$ cat src/rtl/jtag_unlock_seq.sv
// Debug-unlock sequencer in the TCK domain: pads a password, runs the HMAC handshake, holds the unlock flag and brute-force lockout.
// Optional HMAC watchdog is compiled in when JTAG_UNLOCK_TIMEOUT_EN is defined.
module jtag_unlock_seq #(
   parameter int MaxFails      = 3,
   parameter int LockoutCycles = 1024,
   parameter int TimeoutCycles = 4096
) (
   input  logic         tck_i,
   input  logic         trst_ni,
   input  logic         pw_valid_i,
   input  logic [31:0]  pw_data_i,
   output logic         pw_ready_o,
   output logic         hmac_init_o,
   output logic [511:0] hmac_msg_o,
   input  logic         hmac_ready_i,
   input  logic         hmac_valid_i,
   input  logic [255:0] hmac_hash_i,
   input  logic [255:0] exp_hash_i,
   input  logic         relock_i,
   output logic         unlock_o,
   output logic         busy_o,
   output logic         locked_out_o,
   output logic [3:0]   fail_cnt_o,
   output logic         timeout_o
);

   localparam int         LockW     = (LockoutCycles > 1) ? $clog2(LockoutCycles) : 1;
   localparam logic [3:0] MaxFailsW = 4'(MaxFails);

   if (MaxFails < 1 || MaxFails > 15 || LockoutCycles < 1 || TimeoutCycles < 1) begin : g_bad_params
      $error("jtag_unlock_seq: illegal parameter value");
   end

   typedef enum logic [2:0] {
      S_IDLE,
      S_WAIT_RDY,
      S_START,
      S_WAIT_HASH,
      S_COMPARE,
      S_LOCKOUT
   } state_e;

   state_e           r_state, w_state_nxt;
   logic [31:0]      r_pw, w_pw_nxt;
   logic [255:0]     r_hash, w_hash_nxt;
   logic             r_unlock, w_unlock_nxt;
   logic [3:0]       r_fail, w_fail_nxt, w_fail_inc;
   logic [LockW-1:0] r_lock_cnt, w_lock_cnt_nxt;
   logic             w_mismatch;
   logic             w_abort;

   // Saturating increment; the lockout transition normally prevents passing MaxFails.
   assign w_fail_inc = (r_fail >= MaxFailsW) ? MaxFailsW : r_fail + 4'd1;

`ifdef JTAG_UNLOCK_TIMEOUT_EN
   localparam int WdW = $clog2(TimeoutCycles + 1);

   logic [WdW-1:0] r_wdog;
   logic           r_timeout;
   logic           w_watch;

   assign w_watch = (r_state == S_START) || (r_state == S_WAIT_HASH);
   assign w_abort = w_watch && (r_wdog == WdW'(TimeoutCycles - 1));

   always_ff @(posedge tck_i or negedge trst_ni) begin
      if (!trst_ni) begin
         r_wdog    <= '0;
         r_timeout <= 1'b0;
      end else begin
         // Held at zero outside START/WAIT_HASH, so it restarts on every entry to START.
         r_wdog <= w_watch ? r_wdog + WdW'(1) : '0;
         if (w_abort) r_timeout <= 1'b1;
      end
   end

   assign timeout_o = r_timeout;
`else
   assign w_abort   = 1'b0;
   assign timeout_o = 1'b0;
`endif

   // NOTE: every signal driven here gets a default first, so no path can infer a latch.
   always_comb begin
      w_state_nxt    = r_state;
      w_pw_nxt       = r_pw;
      w_hash_nxt     = r_hash;
      w_unlock_nxt   = r_unlock;
      w_fail_nxt     = r_fail;
      w_lock_cnt_nxt = r_lock_cnt;
      w_mismatch     = 1'b0;
      pw_ready_o     = 1'b0;
      hmac_init_o    = 1'b0;

      case (r_state)
         S_IDLE: begin
            pw_ready_o = 1'b1;
            if (pw_valid_i) begin
               w_pw_nxt    = pw_data_i;
               w_state_nxt = S_WAIT_RDY;
            end
         end
         S_WAIT_RDY: begin
            if (hmac_ready_i) w_state_nxt = S_START;
         end
         S_START: begin
            hmac_init_o = 1'b1;
            if (!hmac_ready_i) w_state_nxt = S_WAIT_HASH;
         end
         S_WAIT_HASH: begin
            if (hmac_valid_i) begin
               w_hash_nxt  = hmac_hash_i;
               w_state_nxt = S_COMPARE;
            end
         end
         S_COMPARE: begin
            if (r_hash == exp_hash_i) begin
               w_unlock_nxt = 1'b1;
               w_fail_nxt   = 4'd0;
               w_state_nxt  = S_IDLE;
            end else begin
               w_mismatch = 1'b1;
            end
         end
         S_LOCKOUT: begin
            if (r_lock_cnt == '0) begin
               w_fail_nxt  = 4'd0;
               w_state_nxt = S_IDLE;
            end else begin
               w_lock_cnt_nxt = r_lock_cnt - LockW'(1);
            end
         end
         default: w_state_nxt = S_IDLE;
      endcase

      // A watchdog abort is charged exactly like a wrong password.
      if (w_mismatch || w_abort) begin
         w_fail_nxt = w_fail_inc;
         if (w_fail_inc == MaxFailsW) begin
            w_state_nxt    = S_LOCKOUT;
            w_lock_cnt_nxt = LockW'(LockoutCycles - 1);
         end else begin
            w_state_nxt = S_IDLE;
         end
      end

      if (relock_i) w_unlock_nxt = 1'b0;
   end

   // NOTE: clocked state uses non-blocking (<=) so every register samples pre-edge values.
   always_ff @(posedge tck_i or negedge trst_ni) begin
      if (!trst_ni) begin
         r_state    <= S_IDLE;
         r_pw       <= '0;
         r_hash     <= '0;
         r_unlock   <= 1'b0;
         r_fail     <= 4'd0;
         r_lock_cnt <= '0;
      end else begin
         r_state    <= w_state_nxt;
         r_pw       <= w_pw_nxt;
         r_hash     <= w_hash_nxt;
         r_unlock   <= w_unlock_nxt;
         r_fail     <= w_fail_nxt;
         r_lock_cnt <= w_lock_cnt_nxt;
      end
   end

   assign hmac_msg_o   = {480'h0, r_pw};
   assign unlock_o     = r_unlock;
   assign fail_cnt_o   = r_fail;
   assign locked_out_o = (r_state == S_LOCKOUT);
   assign busy_o       = (r_state != S_IDLE) && (r_state != S_LOCKOUT);

endmodule

$ cat config.mk
export PLATFORM = sky130hd
export DESIGN_NAME = jtag_unlock_seq
export DESIGN_NICKNAME = d
export VERILOG_FILES = /design/src/rtl/jtag_unlock_seq.sv
export SDC_FILE = /design/constraint.sdc
export NUM_CORES = 1
export LEC_CHECK = 0
export CAP_MARGIN = 25
export CORE_AREA = 2 2 422 424
export CTS_CLUSTER_DIAMETER = 150
export DETAILED_ROUTE_END_ITERATION = 8
export DIE_AREA = 0 0 424 426
export PLACE_DENSITY_LB_ADDON = 0.08
export SLEW_MARGIN = 30
export SYNTH_ARGS = -nofsm -noshare
export SYNTH_HDL_FRONTEND = slang
export SYNTH_SLANG_ARGS = --single-unit
$ cat constraint.sdc
create_clock -name tck_i -period 5.09 [get_ports tck_i]
set_input_delay 1.018 -clock tck_i [delete_from_list [all_inputs] [get_ports tck_i]]
set_output_delay 1.018 -clock tck_i [all_outputs]
set_load 0.01 [all_outputs]
Yosys cells after proc, flatten, opt, wreduce, memory -nomap -nowiden
Cells that the tools add are included.
{"block": "classes", "add_sub_neg": 2, "magnitude_cmp": 1, "n_eq_ne": 14, "n_mux": 25, "reduce_logical": 12}
{"op": "256-bit equality test", "count": 1}
{"op": "10-bit 2-to-1 mux", "count": 4}
{"op": "3-bit 2-to-1 mux", "count": 8}
{"op": "3-bit inequality test, second input constant", "count": 6}
{"op": "3-bit case mux with 6 select lines", "count": 1}
{"op": "4-bit 2-to-1 mux", "count": 4}
{"op": "10-bit zero test", "count": 1}
{"op": "10-bit by 1-bit subtractor with 10-bit output, second input constant", "count": 1}
{"op": "4-bit case mux with 2 select lines", "count": 1}
{"op": "1-bit 2-to-1 mux", "count": 7}
{"op": "3-bit by 2-bit equality test with 1-bit output, second input constant", "count": 2}
{"op": "3-bit equality test, second input constant", "count": 2}
{"op": "2-bit AND reduction", "count": 3}
{"op": "6-bit AND reduction", "count": 1}
{"op": "3-bit nonzero test", "count": 2}
{"op": "4-bit by 1-bit adder with 4-bit output, second input constant", "count": 1}
{"op": "4-bit by 2-bit equality test with 1-bit output, second input constant", "count": 1}
{"op": "4-bit by 2-bit >= comparator with 1-bit output, second input constant", "count": 1}
{"op": "2-bit nonzero test", "count": 2}
{"op": "3-bit by 1-bit equality test with 1-bit output, second input constant", "count": 1}
{"op": "3-bit zero test", "count": 1}
{"op": "3-bit by 1-bit inequality test with 1-bit output, second input constant", "count": 1}
{"op": "3-bit AND reduction", "count": 1}
{"op": "1-bit logical AND", "count": 1}
{"block": "totals", "regBits": 306, "word_cells": 60}

Longest topological paths before layout
Gate-level depths: netlist (run 1).
{"block": "depth", "word_depth": 5, "mapped_depth": 8}

Worst setup path before layout (run 1)
OpenSTA, ideal clock, no wires.
{"block": "synth_timing", "path_type": "in2reg", "startpoint": "input exp_hash_i[43]", "endpoint": "register r_state[0]", "setup_time_ns": 0.140, "t_arrival_ns": 2.367, "path_slack_ns": 2.583, "cell_stages": 7, "path_buffers": 1, "cell_sequence": "xnor2_1 -> nand4_1 -> nor4_2 -> nand4_1 -> nor4_4 -> buf_6 -> o22ai_2"}
{"block": "synth_via", "elab_chain_cells": 5}
{"element": "start, declared", "line": "18", "rtl": "input logic [255:0] exp_hash_i,"}
{"element": "256-bit equality test *", "line": "116", "rtl": "if (r_hash == exp_hash_i) begin"}
{"element": "1-bit 2-to-1 mux", "line": "116"}
{"element": "1-bit 2-to-1 mux", "line": "94", "rtl": "case (r_state)"}
{"element": "3-bit inequality test (no source line) or 3-bit by 1-bit inequality test with 1-bit output (tied branches)"}
{"element": "6-bit AND reduction (no source line)"}
{"element": "end signal, assigned", "line": "159", "rtl": "r_state <= w_state_nxt;"}
{"element": "end, declared", "line": "43", "rtl": "state_e r_state, w_state_nxt;"}
Every way passes the cells marked *; elsewhere a longest branch is shown, timed or not.
A chain may end at the register's enable or synchronous reset.

Final worst setup path (run 1)
{"block": "layout_timing", "startpoint": "input exp_hash_i[147]", "endpoint": "register r_state[2]"}
The elaborated chain is that of the path after synthesis.

==> run metrics, run 1 <==
HPWL after DPL ~64000 um; Sink Count 306; Total Wirelength 79000 um; final hold violations 0; max-slew violation count 0; status finished, final reports clean; CTS clk-pin slew, worst paths 60 ps; # nets final 2708; Area contributors post-synth dfrtp_1 (43%), buf_4 (20%), mux2_2 (16%); DRC Markers 0; Core ar. ~0.18 mm^2; Final Wtd Congestion between 0.7 and 0.8; Power Internal 5.04 mW; Hold Crit Class input pin to async pin; worst skew pair latency 650 ps; number of max-cap violations 0; Layout area overhead 48.7%; Post-Layout Cell Count approximately 4500; share of layout cells above drive strength 1 between 15 and 20%; minimum clock period around 3500 ps; first-pass GRT wire length about 110000 um; pwr/cell area between 200 and 300 mW/mm^2; combinational power share 11.7%; Worst Clk Skew 55.7 ps; clk buf depth 3; CP arrival 3920 ps; antenna-violating nets left 0; Final Cycle Share between 60 and 70%; starting density of the core around 10%; Via-to-Cell Ratio 2.69; Port-buffer cells 590; WHS 391 ps; Setup Buffers After CTS 0; TNS Setup 0 ps; Clock Power Share 52.5%; die extent in x 424 um; CTS Root Cell clkbuf_16; fmax 0.286 GHz; Avg WL per Cell 17.4 um; largest net degree at the start of global routing 134; Worst Path Max Fanout 15; Sw Pwr 1.78 mW; Avg Inst Size Synth roughly 12 um^2; via count 12211; fillers approximately 20000; multi-input gate area in the final layout 0.00838 mm^2; Worst setup EP type register; initial antenna violation count 69; post-CTS sizing 0; RSZ-0062 raised after global routing false; Yosys cell types 42; leakage power 11.4 nW; H-tree levels 2; IO Pins roughly 1100; Setup CP Type input pin to register; Peak VDD IR 0.223 mV; storage element area between 0.007 and 0.008 mm^2; CTS Hold Bufs 0; Die Height 426 um; die footprint 0.181 mm^2; Slew headroom 37.9%; Synthesis Warnings 0; Sw Ratio 26.0%; CTS tree done; EDFF count, synth 0; TritonCTS Buffers 49; crit path launch type input pin; ys async rst share 100%; Total GRT Usage approximately 8.4%; Synth Instances approximately 1500; Netlist Area Pre-Place 0.0180 mm^2; gr ovfl total 0; register bit total from synthesis 306; sequential fraction of design power 35.7%; post-synthesis sequential area ratio between 40 and 50%; vias in the first global route 12860; ys flop type dfrtp_1; Detailed Route Iter0 Violations 232; worst slew pin tran roughly 930 ps; Placed Instances about 4400; WP data required 5520 ps; DRT Pass-1 Iters 4; final setup fails 0; post-synth top area share 42.5%; num rows 154; Yosys top cell by area dfrtp_1
metrics by stage:
step | setup slack, ps | utilization, % | total power [mW] | instance area [um^2]
detailed placement | 850 | 14.3 | 3.28 | 25100
global route | 1540 | 15.2 | 7.20 | 26800
CTS | 1540 | 15.2 | 7.06 | 26700
floorplan | 2580 | - | 3.00 | 19800
global placement | 188 | 14.2 | 3.28 | 25000
finish | 1600 | 15.2 | 6.81 | 26800
state kept, by name, indices dropped and copies added (netlist names):
register / flops
r_lock_cnt: 10
unlock_o: 1
fail_cnt_o: 4
r_state: 3
r_hash: 256
r_pw: 32
cell families after synthesis:
logic type                 after synthesis  synth area share [%]
buffers and inverters                  522                  21.1
DFF                                    306                  42.5
muxes                                  290                  18.1
xor gates and xnor gates               263                  12.8
and+or+nand+nor                        127                  4.23
AOI/OAI and AO/OA                       26                  1.04
adders and majority gates                2                 0.139
other                                    1                0.0208
area by class of cell:
cell class	instances	area share, %
clock inverter	17	0.822
inverter	5	0.0701
clock buffer	71	5.38
timing repair buffer	605	22.8
antenna	14	0.131
tap	2340	10.9
sequential	306	28.6
multi-input combinational	1189	31.3
cell usage after synthesis, types with 4 or more instances:
| cell | number |
|---|---|
| o21ai_1 | 5 |
| mux2_2 | 259 |
| xnor2_1 | 259 |
| dfrtp_1 | 306 |
| buf_2 | 27 |
| nor2_1 | 12 |
| nand4_1 | 68 |
| inv_1 | 5 |
| nor4_1 | 15 |
| o21ai_2 | 7 |
| mux2_1 | 30 |
| a21oi_1 | 5 |
| nor3_1 | 5 |
| buf_4 | 481 |
| clkbuf_1 | 6 |
| xor2_1 | 4 |
| nand2_1 | 10 |
final timing paths:
check / cells past startpoint / to / slack [ps] / startpoint
worst min register to register: 1 / r_pw[7] / 480 / r_pw[7]
min in group tck_i: 1 / r_pw[7] / 480 / r_pw[7]
worst max-delay path: 8 / r_state[2] / 1600 / exp_hash_i[147]
worst max register to register: 7 / r_state[2] / 2040 / r_hash[147]
max in group asynchronous: 2 / r_hash[180] / 3570 / trst_ni
worst min-delay path: 1 / r_hash[130] / 390 / trst_ni
metal layers:
metal,vias up,GRT usage [%],routed length [um]
li1,5472,-,-
met1,5836,7.45,24200
met2,634,16.5,44800
met3,191,3.68,7280
met4,78,2.73,2160
met5,-,0,476
critical path, stage by stage:
cell	delay, ps
clkdlybuf4s50_1	420
xnor2_1	560
nand4_1	450
nor4_1	430
nand4_1	280
nor4_4	280
buf_4	330
o211ai_1	130
power groups by stage:
stage / Combinational (mW) / Sequential, mW / Clock (mW)
after CTS: 0.809 / 2.43 / 3.82
after floorplan: 0.527 / 2.48 / 0
after detailed placement: 0.807 / 2.48 / 0
after global placement: 0.804 / 2.48 / 0
final: 0.800 / 2.43 / 3.58
after global routing: 0.875 / 2.43 / 3.89
cell usage in the layout, fill, tap and decap left out, types with 11 or more instances in the layout:
| cell type | n |
|---|---|
| mux2_1 | 30 |
| conb_1 | 481 |
| clkbuf_16 | 51 |
| clkdlybuf4s50_1 | 589 |
| dfrtp_1 | 306 |
| nand4_1 | 68 |
| nor2_1 | 12 |
| mux2_2 | 259 |
| diode_2 | 14 |
| clkbuf_1 | 11 |
| xnor2_1 | 259 |
Power figures use the tool's default switching activity.
==> run 2, diff against run 1 <==
--- a/config.mk
+++ b/config.mk
@@ -6,10 +6,10 @@
 export NUM_CORES = 1
 export LEC_CHECK = 0
 export CAP_MARGIN = 25
-export CORE_AREA = 2 2 422 424
+export CORE_AREA = 2 2 415 417
 export CTS_CLUSTER_DIAMETER = 150
 export DETAILED_ROUTE_END_ITERATION = 8
-export DIE_AREA = 0 0 424 426
+export DIE_AREA = 0 0 417 419
 export PLACE_DENSITY_LB_ADDON = 0.08
 export SLEW_MARGIN = 30
 export SYNTH_ARGS = -nofsm -noshare
==> constraint.sdc (replaced) <==
create_clock -name tck_i -period 3.6 [get_ports tck_i]
set_input_delay 0.72 -clock tck_i [delete_from_list [all_inputs] [get_ports tck_i]]
set_output_delay 0.72 -clock tck_i [all_outputs]
set_load 0.01 [all_outputs]
==> run metrics, run 2 (synthesized netlist as in run 1, its figures left out) <==
status finished, final reports clean; Placed Instances 4349; worst r2r path cells 8; Peak VDD IR approximately 0.33 mV; Slew headroom 46.9%; initial antenna violation count 64; worst skew pair latency 630 ps; max-slew violation count 0; number of max-cap violations 0; CP arrival 2330 ps; pwr/cell area 356 mW/mm^2; Post-Layout Cell Count 4453; final setup fails 0; die footprint 0.175 mm^2; minimum clock period 3050 ps; Clock Power Share 52.0%; CTS clk-pin slew, worst paths approximately 60 ps; worst slew pin tran 789 ps; Final Cell Area 0.0268 mm^2; crit path launch type register; Setup CP Type register to output port; Largest regs r_hash: 256 flops, r_pw: 32 flops, r_lock_cnt: 10 flops; Final Cycle Share 84.7%; RSZ-0062 raised after global routing false; CTS Root Cell clkbuf_16; most common cell after layout, fill and taps aside clkdlybuf4s50_1; first-pass GRT wire length 106000 um; Via-to-Cell Ratio ~2.7; H-tree levels 2; share of layout cells above drive strength 1 approximately 17%; Hold Crit Class input pin to async pin; IO Pins 1072; TNS Setup 0 ps; clk buf depth 3; final hold violations 0; Die Height 419 um; Detailed Route Iter0 Violations 225; Slowest cell on crit path clkdlybuf4s50_1; sequential fraction of design power 36.1%; leakage power 11.5 nW; CTS Hold Bufs 0; post-CTS sizing 0; Sw Ratio 25.8%; WP data required approximately 2900 ps; Total Wirelength 78800 um; DRT Pass-1 Iters 4; # nets final 2719; gr ovfl total 0; starting density of the core 10.6%; TritonCTS Buffers 49; Worst R2R Setup Slack 870 ps; Total GRT Usage 8.68%; Power Internal 7.07 mW; critical-path cell list nand3b_1 -> inv_1 -> clkdlybuf4s50_1; largest net degree at the start of global routing 72; max reg flops 256; combinational power share 11.9%; HPWL after DPL about 65000 um; Port-buffer cells 590; most frequent cells in the layout clkdlybuf4s50_1 (589), conb_1 (481), dfrtp_1 (306); WHS 50.8 ps; Tot Pwr 9.53 mW; num rows 152; Avg WL per Cell 17.7 um; Setup Buffers After CTS 0; die extent in x 417 um; antenna-violating nets left 0; Post-DP Area 0.0251 mm^2; vias in the first global route 13034; Sink Count 306; largest register by flop count r_hash; fmax 0.328 GHz; crit-path max cell delay 610 ps; Final Wtd Congestion 0.722; Core ar. about 0.17 mm^2; CTS tree done; Sw Pwr roughly 2.5 mW; via count 12187; Worst Clk Skew 56.8 ps; DRC Markers 0; Worst Path Max Fanout 13; Layout area overhead 48.6%; Worst setup EP type output port
-- run 2: area by class of cell --
| class | count | area [um^2] |
|---|---|---|
| inverters | 5 | 18.8 |
| clock buffers | 77 | 1500 |
| well taps | 2233 | 2790 |
| repair buffers | 616 | 6240 |
| clock inverters | 10 | 139 |
| multi-input cells | 1189 | 8360 |
| fillers | 18972 | 144000 |
| flip-flops and latches | 306 | 7660 |
| diodes | 17 | 42.5 |
-- run 2: through the flow --
step | worst slack, ps | util (%)
finish | 549 | 15.7
detailed placement | -289 | 14.7
global placement | -220 | 14.7
floorplan | 1390 | -
global route | 372 | 15.7
CTS | 366 | 15.7
-- run 2: final timing paths --
path                       startpoint       endpoint
hold / removal                trst_ni     r_hash[99]
setup reg to reg           r_hash[61]     r_state[2]
min in group tck_i            r_pw[3]        r_pw[3]
hold reg to reg               r_pw[3]        r_pw[3]
setup / recovery           r_state[0]   locked_out_o
max in group asynchronous     trst_ni  r_lock_cnt[4]
-- run 2: per-layer routing --
metal | share of wire, % | vias up | track usage [%]
met1 | 32 | 5831 | 8.10
li1 | - | 5493 | -
met5 | 0.48 | - | 0
met3 | 8.6 | 166 | 3.58
met4 | 2.8 | 62 | 3.10
met2 | 56 | 635 | 16.7
-- run 2: worst max-delay path, delay by kind of cell, from the launching register on --
family | cells | cell delay [ps]
flip-flops | 1 | 590
AND/OR/NAND/NOR | 1 | 250
buffers and inverters | 2 | 900
-- run 2: power groups by stage --
stage | combinational [mW] | clock [mW] | sequential [mW]
after floorplan | 0.745 | 0 | 3.50
after global placement | 1.14 | 0 | 3.50
after detailed placement | 1.14 | 0 | 3.50
after CTS | 1.15 | 5.28 | 3.44
after global routing | 1.24 | 5.40 | 3.44
final | 1.13 | 4.96 | 3.44
